File: config.mk
export PLATFORM = sky130hd
export DESIGN_NAME = mac_seq_ctrl
export DESIGN_NICKNAME = d
export VERILOG_FILES = /design/src/rtl/mac_pkg.sv /design/src/rtl/mac_seq_ctrl.sv
export SDC_FILE = /design/constraint.sdc
export NUM_CORES = 1
export LEC_CHECK = 0
export CORE_ASPECT_RATIO = 1.5
export CORE_MARGIN = 5
export CORE_UTILIZATION = 56
export CTS_BUF_LIST = sky130_fd_sc_hd__clkbuf_8
export CTS_CLUSTER_DIAMETER = 150
export DETAILED_ROUTE_END_ITERATION = 10
export PLACE_DENSITY_LB_ADDON = 0.3
export SLEW_MARGIN = 15
export SYNTH_ARGS = -nofsm -noshare
export SYNTH_HDL_FRONTEND = slang
export SYNTH_SLANG_ARGS = --single-unit
File: constraint.sdc
create_clock -name clk -period 7.85 [get_ports clk]
set_clock_uncertainty 0.15 [all_clocks]
set_input_delay 1.57 -clock clk [delete_from_list [all_inputs] [get_ports clk]]
set_output_delay 1.57 -clock clk [all_outputs]
set_load 0.05 [all_outputs]
File: src/rtl/mac_pkg.sv
// mac_pkg -- definitions shared by the MAC sequencing controller and its users.
//   * Default element/accumulator/address widths for the MAC datapath.
//   * Controller FSM state encoding.
package mac_pkg;

  localparam int MAC_DATA_WIDTH   = 16;  // S5.10 data elements
  localparam int MAC_WEIGHT_WIDTH = 8;   // S1.6 weight elements
  localparam int MAC_ACCUM_WIDTH  = 32;  // accumulator / captured result
  localparam int MAC_ADDR_WIDTH   = 8;   // operand buffer address

  typedef enum logic [2:0] {
    ST_IDLE    = 3'd0,
    ST_ISSUE   = 3'd1,
    ST_DRAIN   = 3'd2,
    ST_CAPTURE = 3'd3,
    ST_OUT     = 3'd4
  } mac_state_e;

  function automatic logic state_is_busy(mac_state_e s);
    return s != ST_IDLE;
  endfunction

endpackage

File: src/rtl/mac_seq_ctrl.sv
// mac_seq_ctrl -- sequences one dot product through an external MAC.
//
// On an accepted start the controller walks N element pairs out of two operand
// buffers (1-cycle read latency), drives the MAC enable/clear in step with the
// returning read data, captures the final accumulator and presents it with a
// valid/ready handshake. It does no arithmetic on the data itself.
//
// Ports:
//   clk, rst          clock; synchronous active-high reset
//   start             request one dot product (honoured only when idle)
//   vec_len           element count N (0..2^ADDR_WIDTH)
//   data_base         data buffer start address
//   weight_base       weight buffer start address
//   rd_en             read strobe for both operand buffers
//   data_addr         data buffer read address
//   weight_addr       weight buffer read address
//   mac_enable        MAC enable (rd_en delayed one cycle)
//   mac_clear         MAC accumulator clear, with element 0 only
//   mac_accum_in      MAC accumulator output
//   mac_valid_in      MAC accumulator-valid output
//   result            captured dot product
//   result_valid      result available
//   result_ready      consumer accepts result
//   busy              controller not idle
//   err               sticky: MAC valid was low at capture
module mac_seq_ctrl
  import mac_pkg::*;
#(
  parameter int DATA_WIDTH   = MAC_DATA_WIDTH,
  parameter int WEIGHT_WIDTH = MAC_WEIGHT_WIDTH,
  parameter int ACCUM_WIDTH  = MAC_ACCUM_WIDTH,
  parameter int ADDR_WIDTH   = MAC_ADDR_WIDTH
) (
  input  logic                   clk,
  input  logic                   rst,
  input  logic                   start,
  input  logic [ADDR_WIDTH:0]    vec_len,
  input  logic [ADDR_WIDTH-1:0]  data_base,
  input  logic [ADDR_WIDTH-1:0]  weight_base,
  output logic                   rd_en,
  output logic [ADDR_WIDTH-1:0]  data_addr,
  output logic [ADDR_WIDTH-1:0]  weight_addr,
  output logic                   mac_enable,
  output logic                   mac_clear,
  input  logic [ACCUM_WIDTH-1:0] mac_accum_in,
  input  logic                   mac_valid_in,
  output logic [ACCUM_WIDTH-1:0] result,
  output logic                   result_valid,
  input  logic                   result_ready,
  output logic                   busy,
  output logic                   err
);

  // The controller never touches the element data, but the accumulator must
  // be able to hold a full product or the captured result is meaningless.
  if (ACCUM_WIDTH < DATA_WIDTH + WEIGHT_WIDTH) begin : g_width_check
    $error("mac_seq_ctrl: ACCUM_WIDTH narrower than one data x weight product");
  end

  mac_state_e             state_q, state_d;
  logic [ADDR_WIDTH:0]    len_q, len_d;
  logic [ADDR_WIDTH-1:0]  dbase_q, dbase_d;
  logic [ADDR_WIDTH-1:0]  wbase_q, wbase_d;
  logic [ADDR_WIDTH:0]    idx_q, idx_d;
  logic [ADDR_WIDTH:0]    idx_nxt;
  logic                   rd_en_q, rd_en_d;
  logic [ADDR_WIDTH-1:0]  data_addr_q, data_addr_d;
  logic [ADDR_WIDTH-1:0]  weight_addr_q, weight_addr_d;
  logic                   mac_enable_q, mac_enable_d;
  logic                   mac_clear_q, mac_clear_d;
  logic [ACCUM_WIDTH-1:0] result_q, result_d;
  logic                   result_valid_q, result_valid_d;
  logic                   busy_q, busy_d;
  logic                   err_q, err_d;

  assign idx_nxt = idx_q + 1'b1;

  always_comb begin
    state_d        = state_q;
    len_d          = len_q;
    dbase_d        = dbase_q;
    wbase_d        = wbase_q;
    idx_d          = idx_q;
    rd_en_d        = rd_en_q;
    data_addr_d    = data_addr_q;
    weight_addr_d  = weight_addr_q;
    result_d       = result_q;
    result_valid_d = result_valid_q;
    err_d          = err_q;

    // Read data returns one cycle after rd_en, so the MAC enable simply
    // trails the read strobe; the clear rides on the element-0 read.
    mac_enable_d = rd_en_q;
    mac_clear_d  = rd_en_q && (state_q == ST_ISSUE) && (idx_q == '0);

    unique case (state_q)
      ST_IDLE: begin
        if (start) begin
          if (vec_len != '0) begin
            len_d         = vec_len;
            dbase_d       = data_base;
            wbase_d       = weight_base;
            idx_d         = '0;
            rd_en_d       = 1'b1;
            data_addr_d   = data_base;
            weight_addr_d = weight_base;
            state_d       = ST_ISSUE;
          end else begin
            // Empty vector: nothing to read, answer immediately with zero.
            result_d       = '0;
            result_valid_d = 1'b1;
            state_d        = ST_OUT;
          end
        end
      end

      ST_ISSUE: begin
        if (idx_q == len_q - 1'b1) begin
          rd_en_d = 1'b0;
          state_d = ST_DRAIN;
        end else begin
          // Address sums wrap around the buffer by truncation.
          idx_d         = idx_nxt;
          data_addr_d   = dbase_q + idx_nxt[ADDR_WIDTH-1:0];
          weight_addr_d = wbase_q + idx_nxt[ADDR_WIDTH-1:0];
        end
      end

      // Last element's mac_enable is high during this cycle.
      ST_DRAIN: state_d = ST_CAPTURE;

      ST_CAPTURE: begin
        result_d       = mac_accum_in;
        result_valid_d = 1'b1;
        if (!mac_valid_in) err_d = 1'b1;
        state_d        = ST_OUT;
      end

      ST_OUT: begin
        if (result_ready) begin
          result_valid_d = 1'b0;
          state_d        = ST_IDLE;
        end
      end

      default: state_d = ST_IDLE;
    endcase

    busy_d = state_is_busy(state_d);
  end

  always_ff @(posedge clk) begin
    if (rst) begin
      state_q        <= ST_IDLE;
      len_q          <= '0;
      dbase_q        <= '0;
      wbase_q        <= '0;
      idx_q          <= '0;
      rd_en_q        <= 1'b0;
      data_addr_q    <= '0;
      weight_addr_q  <= '0;
      mac_enable_q   <= 1'b0;
      mac_clear_q    <= 1'b0;
      result_q       <= '0;
      result_valid_q <= 1'b0;
      busy_q         <= 1'b0;
      err_q          <= 1'b0;
    end else begin
      state_q        <= state_d;
      len_q          <= len_d;
      dbase_q        <= dbase_d;
      wbase_q        <= wbase_d;
      idx_q          <= idx_d;
      rd_en_q        <= rd_en_d;
      data_addr_q    <= data_addr_d;
      weight_addr_q  <= weight_addr_d;
      mac_enable_q   <= mac_enable_d;
      mac_clear_q    <= mac_clear_d;
      result_q       <= result_d;
      result_valid_q <= result_valid_d;
      busy_q         <= busy_d;
      err_q          <= err_d;
    end
  end

  assign rd_en        = rd_en_q;
  assign data_addr    = data_addr_q;
  assign weight_addr  = weight_addr_q;
  assign mac_enable   = mac_enable_q;
  assign mac_clear    = mac_clear_q;
  assign result       = result_q;
  assign result_valid = result_valid_q;
  assign busy         = busy_q;
  assign err          = err_q;

endmodule
==> qor.csv <==
metric,value,unit
status,completed,
design_area,6110,um^2
first_pass_iters,5,
grt_pass1_vias,4271,
hold_viol,0,
utilization,72.62,%
final_net_count,702,
post-route-period-util,54.03,%
ys_top_cells_by_area,"dfxtp_1 38%, nor2_1 5.2%, a22oi_1 5.0%",
synth.top_cell.area_share,38.02,%
netlist_instances,528,
grt_first_pass_wirelength,19.82,mm
fp.dieH,123.3,um
fillers,664,
ys_ff_latch,91,
critPathLaunchType,input pin,
num_io_pins,116,
power.switching,0.3151,mW
power,1.047,mW
cap_violations,0,
required,7910,ps
grt_start_max_net_pins,93,
synth_async_sr_flop_share,0,%
fin_crit,4241,ps
final_max_slew_viol_count,0,
dp_hpwl,8.697,mm
p_sw_share,30.09,%
drt_iter0_markers,265,
synth_area_per_cell,9.076,um^2
p_clk_share,29.9,%
grt_usage,23.31,%
syn2layout_area_growth,27.49,%
hp-class,reg2reg,
arrival,4310,ps
ctsRootBufferMaster,clkbuf_8,
rsz0062_at_grt,no,
hold_ws,316.8,ps
numCtsBuffers,9,
vdd_ir_drop_max,111.5,uV
die_w,85.53,um
yosys_warnings,0,
post_cts_buffers,0,
ctsHoldBuffers,0,
drc,0,
drive_gt1_share,7.827,%
grt_overflow_total,0,
vias,4390,
slew_headroom,25.28,%
cts.htree.levels,3,
viasPerCell,5.989,
synth_cell_types,65,
ys.flop_type,dfxtp_1,
fmax,235.8,MHz
dieArea,10550,um^2
rows,41,
synth-edff-count,0,
start_util,56.96,%
crit_path_end_kind,flip-flop,
tightest_slew,1121,ps
core,8413,um^2
place_area,5917,um^2
insertion_delay,370,ps
antenna_cells,0,
final_common_cell,clkdlybuf4s50_1,
r2r_slack,4760,ps
synth.largest_area_cell,dfxtp_1,
netlist_area,4792,um^2
final_cell_mix,"114 x clkdlybuf4s50_1, 91 x dfxtp_1, 65 x nor2_1",
finalSetupTns,0,ps
power_density,171.4,nW/um^2
cts_tree,built,
leakage,2.376,nW
gp_congestion,0.8851,
combPwrFrac,22.3,%
routedWlPerCell,16.51,um
critPathKind,in2reg,
clock_sinks,91,
cp_max_fo,25,
ctsResizeCount,0,
cts.reportedPaths.clkPinSlew,90,ps
antenna_found_initial,0,
ys_seq_area_share,38.02,%
final_antenna_net_count,0,
cts_buffer_depth,2,
syn_nets,609,
setup_viol,0,
p_int,0.7322,mW
drt_wl_total,12.10,mm
io_buffers,115,
p_seq_share,47.8,%
[critical path: stages]
cell and delay (ps):
clkdlybuf4s50_1 490, nor3_1 70, a41oi_1 280, o21a_1 910, nand2_1 310, buf_4 350, mux2i_1 230, nor2_1 70
[flip-flops by register name, summed over array words and instances, names as in the netlist]
register and flops:
state_q 3, len_q 9, mac_clear 1, mac_enable 1, result_valid 1, weight_addr 8
result 32, data_addr 8, dbase_q 8, err 1, wbase_q 8, rd_en 1
idx_q 9, busy 1
[final timing paths]
| kind | startpoint | to | cells past startpoint |
|---|---|---|---|
| setup / recovery | vec_len[8] | len_q[8]$_SDFFE_PP0P_ | 8 |
| hold / removal | wbase_q[0]$_SDFFE_PP0P_ | wbase_q[0]$_SDFFE_PP0P_ | 2 |
| setup reg to reg | len_q[0]$_SDFFE_PP0P_ | weight_addr[5]$_SDFFE_PP0P_ | 6 |
| hold reg to reg | wbase_q[0]$_SDFFE_PP0P_ | wbase_q[0]$_SDFFE_PP0P_ | 2 |
[final cells by class]
class	instances	area (um^2)	share of cell area, %
tap	107	133.9	2.191
timing repair buffer	119	1176	19.25
sequential	91	1822	29.82
multi-input combinational	391	2751	45.03
clock inverter	7	68.82	1.126
inverter	9	33.78	0.5529
clock buffer	9	123.9	2.027
[cells in the mapped netlist (5+ instances only)]
cell type	count
nand3_1	19
a21o_1	11
a21oi_2	9
mux2i_1	18
dfxtp_1	91
xnor2_1	13
o21ai_0	14
a221o_1	5
a21oi_1	25
a22oi_1	32
nor3_1	15
a211oi_1	8
ha_1	17
xor2_1	10
clkbuf_1	23
nor2_1	66
a311oi_2	8
nand2_1	43
inv_1	9
[power by group through the flow]
| stage | logic (mW) | registers [mW] | clock network [mW] |
|---|---|---|---|
| finish | 0.233 | 0.501 | 0.314 |
| global placement | 0.227 | 0.510 | 0 |
| detailed placement | 0.233 | 0.511 | 0 |
| global route | 0.251 | 0.504 | 0.340 |
| CTS | 0.234 | 0.501 | 0.321 |
| floorplan | 0.124 | 0.542 | 0 |
[metal layers]
layer	part of all wire, %	global-route usage, %	wire [um]
met5	0	0	0
met1	40	27.04	4846
met4	2.8	10.99	342
met2	49	40.13	5979
met3	7.7	5.733	937
[kinds of logic (layout without fill, tap and decap cells)]
logic type	Yosys count	in the layout	share of synthesized area (%)
muxes	18	18	3.760
xor gates and xnor gates	25	25	5.143
buffers and inverters	46	144	4.960
DFF	91	91	38.02
adders and majority gates	19	19	5.274
AOI/OAI and AO/OA	142	142	23.55
and+or+nand+nor	187	187	19.29
[per-stage QoR]
stage	cells	setup WS [ps]
CTS	733	3562
global placement	717	3355
detailed placement	717	3190
finish	733	3609
floorplan	528	4482
global route	733	3373
No activity file was read; power rests on OpenSTA's default activity.
==> RTL edit 1 (same settings) <==
`MAC_ADDR_WIDTH`: 8 -> 9.
--- a/src/rtl/mac_pkg.sv
+++ b/src/rtl/mac_pkg.sv
@@ -6,7 +6,7 @@
   localparam int MAC_DATA_WIDTH   = 16;  // S5.10 data elements
   localparam int MAC_WEIGHT_WIDTH = 8;   // S1.6 weight elements
   localparam int MAC_ACCUM_WIDTH  = 32;  // accumulator / captured result
-  localparam int MAC_ADDR_WIDTH   = 8;   // operand buffer address
+  localparam int MAC_ADDR_WIDTH   = 9;   // operand buffer address
 
   typedef enum logic [2:0] {
     ST_IDLE    = 3'd0,
Ports: changed (5 resized); port bits go from 116 to 121. The function was not compared with the original's and may differ.
==> RTL edit 1 against the original RTL <==
- critical path depth is 2 lower
- final cell count grew 11%
- setup slack worse by 0.054 ns
- total power grew 1.9%
- routed wire length up 21%
- maximum frequency shrank 1.3%
- cell area up 5.0%
- area after synthesis is 5.0% higher
- utilization is essentially flat
- sequential cell count increased by 6
- critical endpoint is now data_addr[0]
- first-iteration DRC count up 27%
==> RTL edit 1: results (changes against the original RTL) <==
Power and ir drop
  • Worst vdd ir: 0.142 mV (+28%)
  • Comb pwr share: 20.1% (-2.2 points)
  • Seq power: 0.530 mW (+5.8%)
  • Clock power share: 30.2% (+0.3 points)
  • Sw power: 0.338 mW (+7.3%)
  • Leak: 2.41 nW (+1.4%)

Global routing
  • First-pass GRT wire length: 23.2 mm (+17%)
  • GRT Total Usage: 26.4% (+3.1 points)
  • Largest net degree at the start of global routing: 82 (-12%)
  • Initial antenna violation count: 0 (unchanged)
  • Vias in the first global route: 4879 (+14%)

Detailed routing
  • DR iter-0 viols: 336 (+27%)
  • Pre-antenna DRT Iters: 6 (+1)
  • WL/cell: 17.9 µm (+8.4%)
  • Vias per inst: 5.97 (-0.33%)

Worst setup path
  • CP top delay family: compound AO/OA/AOI/OAI gates
  • Slowest cell on the critical path: a21oi_1
  • R2R depth: 10 (+4)
  • Flop-to-flop setup slack: 4.68 ns (-0.08 ns)
  • Worst-path fanout max: 17 (-32%)
  • Max stage delay on crit path: 0.75 ns (-0.16 ns)
  • Critical Path AT: 4.38 ns (+0.07 ns)
  • Worst flop-to-flop path startpoint: idx_q[1]
  • Critical R2R Capture: weight_addr[6]

Clock tree
  • Post-CTS Setup Bufs: 0 (unchanged)
  • Resize count post-CTS: 0 (unchanged)
  • Root Buffer: clkbuf_8
  • Clk_lat worst skew: 0.39 ns (+0.02 ns)
  • H-tree depth: 3 (unchanged)
  • Clock slew at reported path FFs: 0.10 ns
  • Bufs on Longest Clock Path: 2 (unchanged)
  • Total CTS buffers: 9 (unchanged)

Logic synthesis
  • Syn_nets: 694 (+14%)
  • Ys flop type: dfxtp_1
  • Yosys warnings: 0 (unchanged)
  • Area contributors post-synth: dfxtp_1 39%, nand2_1 6.6%, a22oi_1 5.1%, a21oi_1 4.8%, ha_1 4.7%
  • Async SR Flop Fraction: 0% (unchanged)
  • Yosys cell types: 52 (-20%)
  • Mapped Cells: 608 (+15%)
  • Sequential area share after synthesis: 38.6% (+0.57 points)
  • Top cells by count, synth: 97 x dfxtp_1, 89 x nand2_1, 57 x nor2_1, 48 x a21oi_1, 34 x a22oi_1

Run status
  • Status: finished, final reports clean

Place
  • Port Buffer Count: 120 (+4.3%)
  • Pre-CTS WS: 3.24 ns (+0.0454 ns)
  • Gpl congestion: 0.944 (+6.6%)
  • Placed insts: 800 (+12%)
  • DP Area: 6220 µm² (+5.2%)
  • DP Wirelength: 10.6 mm (+22%)

Timing
  • Max-slew headroom: 25.9% (+0.64 points)
  • Hold Slack: 0.322 ns (+0.00542 ns)

Layout
  • Ant. Diodes: 0 (unchanged)
  • Post-Layout Cell Count: 816 (+11%)
  • Layout cells sized above 1: 4.25% (-3.6 points)
  • # nets final: 787 (+12%)
  • Fin util: 72.7% (about the same)
  • Number of fillers in the final layout: 685 (+3.2%)

Worst hold path
  • Worst hold start: dbase_q[6]
  • Hold Path Class: flop to flop
  • Hold depth: 2 (unchanged)
  • Worst hold path endpoint: dbase_q[6]
-- RTL edit 1: cell types whose count changed after synthesis, moves of 9 or more --
cell | unedited run | this run
nand2_1 | 43 | 89
mux2i_1 | 18 | 8
inv_1 | 9 | 25
nand3_1 | 19 | 9
a21oi_1 | 25 | 48
a21oi_2 | 9 | 0
nor2_1 | 66 | 57
-- RTL edit 1: layer usage --
| layer | wire length (µm) | GRT usage, % | vias to the layer above | part of all wire, % |
|---|---|---|---|---|
| li1 | - | - | 2340 | - |
| met1 | 5390 | 27.5 | 2294 | 37 |
| met2 | 7780 | 47.8 | 186 | 53 |
| met3 | 846 | 5.03 | 51 | 5.8 |
| met4 | 592 | 15.1 | 0 | 4.1 |
| met5 | 0 | 0 | - | 0 |
-- RTL edit 1: worst max path at each step --
stage               startpoint             end  slack, ns  cells past startpoint
floorplan           vec_len[0]        idx_q[9]       4.64                      7
global placement    vec_len[5]    data_addr[1]       3.32                      6
detailed placement  vec_len[5]  weight_addr[1]       3.24                      6
CTS                 vec_len[5]  weight_addr[1]       3.65                      6
global route        vec_len[5]    data_addr[0]       3.26                      6
finish              vec_len[5]    data_addr[0]       3.55                      6
-- RTL edit 1: cell type report --
type                       count  share of cell area (%)
multi-input combinational    445                    44.2
sequential                    97                    30.3
timing repair buffer         123                    19.0
clock buffer                  10                    2.15
tap                          110                    2.15
inverter                      25                    1.46
clock inverter                 6                   0.780
-- RTL edit 1: cells by family (layout without fill, tap and decap cells) --
family / after synthesis / after routing / synth area share (%)
AOI/OAI and AO/OA: 179 / 179 / 24.2
xor gates and xnor gates: 31 / 31 / 6.22
adders and majority gates: 21 / 21 / 5.52
and+or+nand+nor: 206 / 206 / 18.5
muxes: 8 / 8 / 1.59
DFF: 97 / 97 / 38.6
buffers and inverters: 66 / 164 / 5.37
==> RTL edit 2 (config.mk and constraints unchanged) <==
Made on the original files. Encoding of `mac_state_e`: now one-hot (5 bits for 5 states).
--- a/src/rtl/mac_pkg.sv
+++ b/src/rtl/mac_pkg.sv
@@ -8,12 +8,12 @@
   localparam int MAC_ACCUM_WIDTH  = 32;  // accumulator / captured result
   localparam int MAC_ADDR_WIDTH   = 8;   // operand buffer address
 
-  typedef enum logic [2:0] {
-    ST_IDLE    = 3'd0,
-    ST_ISSUE   = 3'd1,
-    ST_DRAIN   = 3'd2,
-    ST_CAPTURE = 3'd3,
-    ST_OUT     = 3'd4
+  typedef enum logic [4:0] {
+    ST_IDLE    = 5'b00001,
+    ST_ISSUE   = 5'b00010,
+    ST_DRAIN   = 5'b00100,
+    ST_CAPTURE = 5'b01000,
+    ST_OUT     = 5'b10000
   } mac_state_e;
 
   function automatic logic state_is_busy(mac_state_e s);
Function: no difference found for any inputs over 10 cycles, from zero or initial values and one cycle with rst high; not proved beyond that.
==> RTL edit 2 against the original RTL <==
- sequential cell count increased by 2
- routed wire length up 0.11%
- area after synthesis is 3.4% lower
- combinational power grew 43%
- setup slack better by 0.27 ns
- cell area is 2.0% lower
- total power is 16% higher
- clock power rose by 10%
- critical path depth rose by 1
- first-iteration DRC count rose by 8.3%
==> RTL edit 2: results (changes against the original RTL) <==
Worst setup path
  • Flop-to-flop setup slack: 4.78 ns (+0.02 ns)
  • Crit path to: data_addr[3]
  • Critical R2R Capture: weight_addr[7]
  • Slowest cell on the critical path: or4_1
  • Max stage delay on crit path: 0.43 ns (-0.48 ns)
  • CP top delay family: simple AND/OR/NAND/NOR gates
  • Worst-path fanout max: 33 (+32%)
  • R2R depth: 11 (+5)
  • Worst flop-to-flop path startpoint: idx_q[0]

Logic synthesis
  • Area contributors post-synth: dfxtp_1 40%, nand2_1 5.9%, a22oi_1 5.2%, a21oi_1 5.1%, nor2_1 4.9%
  • Sequential area share after synthesis: 40.2% (+2.2 points)
  • Synth Area in Adders: 5.46% (+0.19 points)
  • Post-synthesis xor/xnor area fraction: 6.19% (+1.0 points)
  • Top cells by count, synth: 93 x dfxtp_1, 73 x nand2_1, 61 x nor2_1, 47 x a21oi_1, 32 x a22oi_1
  • Syn_nets: 615 (+0.99%)
  • Synth Area in Compound Gates: 22.1% (-1.4 points)

Power and ir drop
  • Leak: 2.35 nW (-1.2%)
  • Worst vdd ir: 0.120 mV (+7.5%)
  • Sw power: 0.386 mW (+22%)

Global routing
  • Grt met3 use: 9.31% (+3.6 points)
  • Largest net degree at the start of global routing: 88 (-5.4%)
  • Met2 usage in global routing: 40.4% (+0.29 points)
  • GR met1 Demand/Resource: 24.9% (-2.1 points)

Detailed routing
  • WL final: 12.1 mm (+0.11%)
  • Vias: 4290 (-2.3%)
  • Met2 WL: 5.87 mm (-1.8%)

Place
  • DP Wirelength: 8.44 mm (-3.0%)
  • Pre-CTS WS: 3.54 ns (+0.350 ns)
  • DP Area: 5770 µm² (-2.5%)
  • Gpl congestion: 0.835 (-5.7%)
  • Placed insts: 722 (+0.70%)

Layout
  • # nets final: 709 (+1.0%)

Run status
  • Status: finished, final reports clean

Timing
  • Max-slew headroom: 35.2% (+9.9 points)
-- RTL edit 2: worst min-delay path by stage --
stage                       from      endpoint  slack [ns]  cells after the start
global placement    result_valid  result_valid        0.30                      2
floorplan             dbase_q[0]    dbase_q[0]        0.29                      2
detailed placement  result_valid  result_valid        0.31                      2
finish              result_valid  result_valid        0.31                      2
CTS                 result_valid  result_valid        0.32                      2
global route        result_valid  result_valid        0.33                      2
-- RTL edit 2: cells by family (layout without fill, tap and decap cells) --
| family | Yosys count | count (layout) |
|---|---|---|
| simple gates | 197 | 197 |
| compound gates | 141 | 141 |
| flops | 93 | 93 |
| buf+inv | 46 | 144 |
| xor+xnor | 31 | 31 |
| fa+ha+maj | 19 | 19 |
| mux | 7 | 7 |
-- RTL edit 2: power by group through the flow --
stage	Clock [mW]	Sequential (mW)	Combinational (mW)
after floorplan	0	0.596	0.176
after global placement	0	0.541	0.323
after detailed placement	0	0.543	0.332
after CTS	0.350	0.532	0.334
after global routing	0.375	0.537	0.357
final	0.346	0.533	0.333
-- RTL edit 2: area by class of cell --
| cell class | instances | area (µm²) |
|---|---|---|
| Timing Repair Buffer | 120 | 1180 |
| Multi-Input combinational cell | 395 | 2560 |
| Fill cell | 585 | 2070 |
| Tap cell | 105 | 131 |
| Inverter | 9 | 33.8 |
| Clock inverter | 5 | 75.1 |
| Sequential cell | 93 | 1860 |
| Clock buffer | 10 | 138 |
-- RTL edit 2: worst reg2reg max path: cells and delay by family, from the launching register on --
family | cells | cell delay, ns
and+or+nand+nor | 4 | 0.86
AOI/OAI and AO/OA | 4 | 0.89
DFF | 1 | 0.35
xor gates and xnor gates | 1 | 0.14
adders and majority gates | 2 | 0.58
